<file path="src/rtl/ins_cache_dm_pkg.sv">
// Shared types and derived-width helpers for the direct-mapped instruction cache.
package ins_cache_pkg;

  typedef enum logic [1:0] {
    ST_IDLE = 2'd0,
    ST_MISS = 2'd1,
    ST_RESP = 2'd2
  } state_e;

  function automatic int byte_w(input int word_w);
    return $clog2(word_w / 8);
  endfunction

  function automatic int off_w(input int words);
    return $clog2(words);
  endfunction

  function automatic int idx_w(input int lines);
    return $clog2(lines);
  endfunction

  function automatic int tag_w(input int addr_w, input int word_w, input int lines, input int words);
    return addr_w - idx_w(lines) - off_w(words) - byte_w(word_w);
  endfunction

  localparam int DEF_ADDR_W = 32;
  localparam int DEF_WORD_W = 32;
  localparam int DEF_LINES  = 4;
  localparam int DEF_WORDS  = 4;
  localparam int DEF_TAG_W  = tag_w(DEF_ADDR_W, DEF_WORD_W, DEF_LINES, DEF_WORDS);

  // Line layout at the default geometry; the cache keeps the same fields in per-field arrays.
  typedef struct packed {
    logic                             valid;
    logic [DEF_TAG_W-1:0]             tag;
    logic [DEF_WORDS*DEF_WORD_W-1:0]  data;
  } line_t;

endpackage

</file>
<file path="src/rtl/ins_cache_dm_if.sv">
// Fetch-side and refill-side signals of the instruction cache.
interface ins_cache_dm_if #(
  parameter int ADDR_W = 32,
  parameter int WORD_W = 32,
  parameter int WORDS  = 4
) ();
  // Fetch: ireq/iaddr held while ostall=1; ohit is a one-cycle result pulse.
  // Refill: mem_req is a level held until the single-cycle mem_valid carrying the line.
  logic                    ireq;
  logic [ADDR_W-1:0]       iaddr;
  logic                    flush;
  logic                    ohit;
  logic [WORD_W-1:0]       oins;
  logic                    ostall;
  logic                    mem_req;
  logic [ADDR_W-1:0]       mem_addr;
  logic                    mem_valid;
  logic [WORDS*WORD_W-1:0] mem_data;

  modport master (
    output ireq, iaddr, flush, mem_valid, mem_data,
    input  ohit, oins, ostall, mem_req, mem_addr
  );

  modport slave (
    input  ireq, iaddr, flush, mem_valid, mem_data,
    output ohit, oins, ostall, mem_req, mem_addr
  );
endinterface

</file>
<file path="src/rtl/ins_cache_dm_sat_counter.sv">
// Counter that stops at all-ones instead of wrapping.
module sat_counter #(
  parameter int CNT_W = 32
) (
  input  logic             clk,
  input  logic             rst,
  input  logic             inc,
  output logic [CNT_W-1:0] cnt
);
  always_ff @(posedge clk) begin
    if (rst) begin
      cnt <= '0;
    end else if (inc && (cnt != '1)) begin
      cnt <= cnt + 1'b1;
    end
  end
endmodule

</file>
<file path="src/rtl/ins_cache_dm.sv">
// Direct-mapped instruction cache: registered hits, single-line refill on miss, flush, perf counters.
module ins_cache_dm
  import ins_cache_pkg::*;
#(
  parameter int ADDR_W = 32,
  parameter int WORD_W = 32,
  parameter int LINES  = 4,
  parameter int WORDS  = 4,
  parameter int CNT_W  = 32
) (
  input  logic             clk,
  input  logic             rst,
  ins_cache_dm_if.slave    bus,
  output logic [CNT_W-1:0] hit_cnt,
  output logic [CNT_W-1:0] miss_cnt,
  output logic [1:0]       state
);
  localparam int BYTE_W = byte_w(WORD_W);
  localparam int OFF_W  = off_w(WORDS);
  localparam int IDX_W  = idx_w(LINES);
  localparam int TAG_W  = tag_w(ADDR_W, WORD_W, LINES, WORDS);
  localparam logic [ADDR_W-1:0] LINE_MASK = ~((ADDR_W'(1) << (OFF_W + BYTE_W)) - ADDR_W'(1));

  localparam logic [1:0] S_IDLE = ST_IDLE;
  localparam logic [1:0] S_MISS = ST_MISS;
  localparam logic [1:0] S_RESP = ST_RESP;

  logic [LINES-1:0]        valid_q;
  logic [TAG_W-1:0]        tag_q  [LINES];
  logic [WORDS*WORD_W-1:0] data_q [LINES];

  logic [1:0]        state_q;
  logic              flush_pend_q;
  logic [ADDR_W-1:0] req_addr_q;
  logic              ohit_q, ostall_q, mem_req_q;
  logic [WORD_W-1:0] oins_q;
  logic [ADDR_W-1:0] mem_addr_q;

  logic [TAG_W-1:0]  in_tag, req_tag;
  logic [IDX_W-1:0]  in_idx, req_idx;
  logic [OFF_W-1:0]  in_off, req_off;
  logic              hit, accept;
  logic [WORD_W-1:0] hit_word, refill_word;

  assign in_tag  = bus.iaddr[ADDR_W-1 -: TAG_W];
  assign in_idx  = bus.iaddr[BYTE_W+OFF_W +: IDX_W];
  assign in_off  = bus.iaddr[BYTE_W +: OFF_W];
  assign req_tag = req_addr_q[ADDR_W-1 -: TAG_W];
  assign req_idx = req_addr_q[BYTE_W+OFF_W +: IDX_W];
  assign req_off = req_addr_q[BYTE_W +: OFF_W];

  assign hit         = valid_q[in_idx] && (tag_q[in_idx] == in_tag);
  assign accept      = (state_q == S_IDLE) && !bus.flush && bus.ireq;
  assign hit_word    = data_q[in_idx][in_off*WORD_W +: WORD_W];
  assign refill_word = bus.mem_data[req_off*WORD_W +: WORD_W];

  // Refill always uses the address captured at the miss, not the live iaddr.
  always_ff @(posedge clk) begin
    if (!rst && (state_q == S_MISS) && bus.mem_valid) begin
      tag_q[req_idx]  <= req_tag;
      data_q[req_idx] <= bus.mem_data;
    end
  end

  always_ff @(posedge clk) begin
    if (rst) begin
      state_q      <= S_IDLE;
      valid_q      <= '0;
      ohit_q       <= 1'b0;
      oins_q       <= '0;
      ostall_q     <= 1'b0;
      mem_req_q    <= 1'b0;
      mem_addr_q   <= '0;
      flush_pend_q <= 1'b0;
      req_addr_q   <= '0;
    end else begin
      ohit_q <= 1'b0;
      case (state_q)
        S_IDLE: begin
          if (bus.flush) begin
            valid_q <= '0;
          end else if (bus.ireq) begin
            if (hit) begin
              ohit_q <= 1'b1;
              oins_q <= hit_word;
            end else begin
              ostall_q   <= 1'b1;
              mem_req_q  <= 1'b1;
              mem_addr_q <= bus.iaddr & LINE_MASK;
              req_addr_q <= bus.iaddr;
              state_q    <= S_MISS;
            end
          end
        end
        S_MISS: begin
          if (bus.flush) flush_pend_q <= 1'b1;
          if (bus.mem_valid) begin
            valid_q[req_idx] <= 1'b1;
            oins_q           <= refill_word;
            ohit_q           <= 1'b1;
            ostall_q         <= 1'b0;
            mem_req_q        <= 1'b0;
            state_q          <= S_RESP;
          end
        end
        S_RESP: begin
          // A flush seen during the refill lands here, after the refilled word was returned.
          if (flush_pend_q || bus.flush) valid_q <= '0;
          flush_pend_q <= 1'b0;
          state_q      <= S_IDLE;
        end
        default: state_q <= S_IDLE;
      endcase
    end
  end

  assign bus.ohit     = ohit_q;
  assign bus.oins     = oins_q;
  assign bus.ostall   = ostall_q;
  assign bus.mem_req  = mem_req_q;
  assign bus.mem_addr = mem_addr_q;
  assign state        = state_q;

  sat_counter #(.CNT_W(CNT_W)) u_hit_cnt (
    .clk (clk),
    .rst (rst),
    .inc (accept && hit),
    .cnt (hit_cnt)
  );

  sat_counter #(.CNT_W(CNT_W)) u_miss_cnt (
    .clk (clk),
    .rst (rst),
    .inc (accept && !hit),
    .cnt (miss_cnt)
  );
endmodule

</file>
<file path="src/flat_wrapper.sv">
// flat-port wrapper written by rule: the top's interface ports become plain ports
module ins_cache_dm_flat import ins_cache_pkg::*;
#(
  parameter int ADDR_W = 32,
  parameter int WORD_W = 32,
  parameter int LINES  = 4,
  parameter int WORDS  = 4,
  parameter int CNT_W  = 32
)
  (clk, rst, hit_cnt, miss_cnt, state, bus_ireq, bus_iaddr, bus_flush, bus_mem_valid, bus_mem_data, bus_ohit, bus_oins, bus_ostall, bus_mem_req, bus_mem_addr);
  ins_cache_dm_if #(.ADDR_W(ADDR_W), .WORD_W(WORD_W), .WORDS(WORDS)) bus_i ();
  input  logic clk;
  input  logic rst;
  output logic [CNT_W-1:0] hit_cnt;
  output logic [CNT_W-1:0] miss_cnt;
  output logic [1:0] state;
  input wire logic [$bits(bus_i.ireq)-1:0] bus_ireq;
  input wire logic [$bits(bus_i.iaddr)-1:0] bus_iaddr;
  input wire logic [$bits(bus_i.flush)-1:0] bus_flush;
  input wire logic [$bits(bus_i.mem_valid)-1:0] bus_mem_valid;
  input wire logic [$bits(bus_i.mem_data)-1:0] bus_mem_data;
  output wire logic [$bits(bus_i.ohit)-1:0] bus_ohit;
  output wire logic [$bits(bus_i.oins)-1:0] bus_oins;
  output wire logic [$bits(bus_i.ostall)-1:0] bus_ostall;
  output wire logic [$bits(bus_i.mem_req)-1:0] bus_mem_req;
  output wire logic [$bits(bus_i.mem_addr)-1:0] bus_mem_addr;
  assign bus_i.ireq = bus_ireq;
  assign bus_i.iaddr = bus_iaddr;
  assign bus_i.flush = bus_flush;
  assign bus_i.mem_valid = bus_mem_valid;
  assign bus_i.mem_data = bus_mem_data;
  assign bus_ohit = bus_i.ohit;
  assign bus_oins = bus_i.oins;
  assign bus_ostall = bus_i.ostall;
  assign bus_mem_req = bus_i.mem_req;
  assign bus_mem_addr = bus_i.mem_addr;
  ins_cache_dm #(.ADDR_W(ADDR_W), .WORD_W(WORD_W), .LINES(LINES), .WORDS(WORDS), .CNT_W(CNT_W)) u_core (.clk(clk), .rst(rst), .bus(bus_i), .hit_cnt(hit_cnt), .miss_cnt(miss_cnt), .state(state));
endmodule
</file>
<file path="config.mk">
export PLATFORM = sky130hd
export DESIGN_NAME = ins_cache_dm_flat
export DESIGN_NICKNAME = d
export VERILOG_FILES = /design/src/rtl/ins_cache_dm_pkg.sv /design/src/rtl/ins_cache_dm_if.sv /design/src/rtl/ins_cache_dm_sat_counter.sv /design/src/rtl/ins_cache_dm.sv /design/src/flat_wrapper.sv
export SDC_FILE = /design/constraint.sdc
export NUM_CORES = 1
export LEC_CHECK = 0
export CORE_MARGIN = 1.5
export CORE_UTILIZATION = 23
export DETAILED_ROUTE_END_ITERATION = 16
export PLACE_DENSITY = 0.36
export REMOVE_ABC_BUFFERS = 1
export SLEW_MARGIN = 20
export SYNTH_ARGS = -nofsm -noshare
export SYNTH_HDL_FRONTEND = slang
export SYNTH_SLANG_ARGS = --single-unit
</file>
<file path="constraint.sdc">
create_clock -name clk -period 23.1 [get_ports clk]
set_clock_uncertainty 0.2 [all_clocks]
set_input_delay 5.775 -clock clk [delete_from_list [all_inputs] [get_ports clk]]
set_output_delay 5.775 -clock clk [all_outputs]
set_load 0.01 [all_outputs]
</file>
==> summary by stage <==
Critical path
Traced cell by cell, the critical path runs through buf_8 > buf_4 > buf_4 > mux4_2 > xnor2_1 > nand3_1 > or4_4 > or3_1 > o21ai_4 > buf_4 > mux2i_1 > nor2_1. Data on the critical path is required at its endpoint by between 20 and 25 ns. In this run the worst path has a maximum fanout of 28. The critical path launch point type is an input pin. The worst setup path is captured at a register. On the worst path, the slowest cell contributes a delay of 0.64 ns. In this run the critical register-to-register path is launched from u_core.tag_q[3][0]. Data arrives at the worst endpoint at 10.72 ns. The most critical setup path has its startpoint at bus_iaddr[4]. The worst setup path is of the input pin to register kind.

The slowest cell on the critical path is sky130_fd_sc_hd__o21ai_4. By instance count, the cell type seen most on the critical path is sky130_fd_sc_hd__buf_4.

Timing
The post-layout minimum cycle time is 10.38 ns. Setup total negative slack on the finished layout was measured at 0 ns. The post-route clock period utilization is 44.9%. The final max-slew violation count came to 0. The transition at the pin with the smallest max-transition slack is 1.00 ns. The worst hold slack after final layout is between 0.2 and 0.3 ns.

Setup repair after global routing left no endpoint under its margin. The achievable frequency is between 90 and 100 MHz. In this run the tightest slew margin relative to its limit is around a third.

The final number of hold-violating endpoints was 0. Setup violations remaining at the end of the flow were counted as 0.

CTS
The total clock sinks is approximately 750. The number of hold buffers added after CTS was 0. The H-tree was split into 3 levels.

The TritonCTS buffer count is 91. In this run, post-CTS repair resized a total of 0 instances. The total setup buffers inserted after CTS is 0.

Counting along the longest clock path gives a buffer depth of 3. The post-CTS clock slew at the launch and capture registers of the worst setup and hold paths is 0.06 ns. The insertion delay to the later sink of the worst-skew pair is a little under 0.7 ns. TritonCTS built the clock tree. The buffer type at the clock tree root is sky130_fd_sc_hd__clkbuf_16.

Floorplanning
The number of standard-cell rows in the floorplan is between 100 and 150. The I/O pin count is 298. The effective utilization at floorplan is 23.2%. The overall die area is 0.135 mm². From bottom edge to top edge, the die measures about 370 µm. The die is around 370 µm wide.

The floorplan step defined a core boundary enclosing ~0.13 mm².

Yosys
A synthesized cell averages around 18 µm². Sequential elements use 69.6% of the synthesized area. The summed instance area of the synthesized netlist is 0.0304 mm². The number of flip-flops and latches in the synthesized netlist is about 750. The most frequently used flop master after synthesis is sky130_fd_sc_hd__edfxtp_1. The number of enable flip-flop cells after synthesis is between 600 and 700. The number of distinct library cells after synthesis is 60. The synthesized netlist cell count is approximately 1700.

In the synthesized netlist the async set-or-reset flop fraction comes to 0%. The synthesis warning total is 0.

Drt
The mean routed wirelength per cell is roughly 24 µm. Before antenna repair, the detailed router went through 7 iterations. The final layout contains routed wiring with a total length of 90500 µm. Across all layers, the routed design uses around 17000 vias.

The first routing iteration left 1104 violations. In this run the remaining antenna-violating nets after routing total 0. After detailed routing, the number of vias per cell comes to about 4.4. The residual DRC count is 0.

Placement
The routability congestion estimate is ~0.75. During placement, the flow inserted port buffers numbering approximately 290. The HPWL reported at the end of detailed placement is about 53000 µm. The cell count after placement is 3667.

Layout
Leaving out fill and tap cells, the most frequent cells in the layout are sky130_fd_sc_hd__edfxtp_1, sky130_fd_sc_hd__clkdlybuf4s50_1, sky130_fd_sc_hd__mux4_2. The final standard cell count with taps included and fillers excluded is ~3800. The share of final-layout standard cells stronger than drive strength 1 is a little over a fifth. The area growth from synthesis to layout is 26.1%. The library cell used most frequently in the layout, excluding fill and tap cells, is sky130_fd_sc_hd__edfxtp_1.

The net total in the final layout is approximately 2200.

Global routing
The via count of the first global-routing pass is between 15000 and 20000. The overall fraction of global-route tracks in use is between 10% and 20%. The number of antenna violations at the first check in global routing is 28. The total overflow left after global routing is 0. Entering global routing, the biggest net connects between 90 and 100 pins. The wire length of the first global-routing pass is 131000 µm.

Power and ir drop
The peak supply drop is around 47 µV. For this design the ratio of total power to cell area is slightly above 80 mW/mm². For this design the static power due to leakage is between 0.01 and 0.015 µW.

Worst hold path
The min-delay analysis places its worst path in the category register to register. The start point of the worst hold path is u_core.valid_q[3].

Run
The number of max-cap violations is 0.

Status
The flow ran to the end, and the final reports show no timing, DRC or antenna violations.
-- per-layer routing --
metal	vias up	GRT usage (%)	routed length (µm)	part of all wire (%)
met1	8942	17.1	39200	43
li1	7440	-	-	-
met3	152	3.99	5540	6.1
met2	476	22.3	43600	48
met5	-	0	235	0.26
met4	38	3.41	1950	2.1
-- registers in the layout, indices dropped and copies added (netlist names) --
register,cells
u_core.req_addr_q,30
u_core.u_miss_cnt.cnt,32
u_core.bus.ohit,1
u_core.data_q,512
u_core.tag_q,104
u_core.valid_q,4
u_core.bus.oins,32
u_core.bus.ostall,1
u_core.u_hit_cnt.cnt,32
u_core.state,2
u_core.flush_pend_q,1
-- final timing paths --
kind | cells after the start | slack [ns] | endpoint
setup reg to reg | 9 | 18.94 | u_core.req_addr_q[24]
setup / recovery | 12 | 12.72 | u_core.req_addr_q[24]
hold / removal | 2 | 0.28 | u_core.valid_q[3]
hold reg to reg | 2 | 0.28 | u_core.valid_q[3]
-- power by group --
part / leakage [µW] / switching (µW) / internal, µW
clock network: 0.00151 / 581 / 908
logic: 0.00387 / 94.4 / 88.0
registers: 0.00659 / 9.11 / 1470
total: 0.0120 / 685 / 2470
-- critical path, delay by kind of cell --
kind / cells / cell delay, ns
compound gates: 1 / 0.64
xor+xnor: 1 / 0.15
buf+inv: 4 / 1.82
mux: 2 / 0.84
simple gates: 4 / 1.35
-- stage by stage --
stage               cell area, µm²  util, %  setup slack (ns)  power [µW]
floorplan                    29800        -              1.33        1590
global placement             35300     26.8             11.80        1700
detailed placement           35300     26.8             11.77        1700
CTS                          38400     29.2             12.53        3220
global route                 38400     29.2             12.30        3270
finish                       38400     29.2             12.72        3150
-- final cells by class --
class,instances,area (µm²)
repair buffers,331,3240
flip-flops and latches,751,21200
diodes,1,2.50
inverters,19,71.3
well taps,1755,2200
multi-input cells,811,8550
fillers,13100,93100
clock buffers,132,2610
clock inverters,39,510
-- synth_stat cells, types with 8 or more instances --
library cell,number,area [µm²]
sky130_fd_sc_hd__mux2_2,9,101
sky130_fd_sc_hd__nand2_1,30,113
sky130_fd_sc_hd__clkbuf_1,61,229
sky130_fd_sc_hd__xnor2_1,56,490
sky130_fd_sc_hd__or4_1,10,75.1
sky130_fd_sc_hd__a21oi_1,22,110
sky130_fd_sc_hd__edfxtp_1,616,18500
sky130_fd_sc_hd__mux2i_1,51,510
sky130_fd_sc_hd__nand4_1,20,125
sky130_fd_sc_hd__o21ai_0,9,45.0
sky130_fd_sc_hd__nor2_1,168,631
sky130_fd_sc_hd__inv_1,19,71.3
sky130_fd_sc_hd__buf_2,11,55.1
sky130_fd_sc_hd__mux4_2,208,4680
sky130_fd_sc_hd__buf_4,33,248
sky130_fd_sc_hd__a31o_2,33,289
sky130_fd_sc_hd__nor4_1,59,369
sky130_fd_sc_hd__nand3_1,24,120
sky130_fd_sc_hd__dfxtp_1,135,2700
sky130_fd_sc_hd__buf_1,22,82.6
sky130_fd_sc_hd__nor2b_1,10,62.6
sky130_fd_sc_hd__nor3_1,19,95.1
sky130_fd_sc_hd__o31ai_1,8,60.1
-- logic make-up (layout without fill, tap and decap cells) --
logic type / after synthesis / after routing / share of synthesized area [%]
other: 1 / 5 / 0.0123
flip-flops: 751 / 751 / 69.6
XOR/XNOR: 60 / 60 / 1.73
AO/OA/AOI/OAI: 98 / 98 / 2.37
buffers and inverters: 153 / 521 / 2.51
adder cells (fa/ha/maj): 2 / 2 / 0.0822
AND/OR/NAND/NOR: 375 / 375 / 6.11
multiplexers: 272 / 272 / 17.5
No activity file was read; power rests on OpenSTA's default activity.
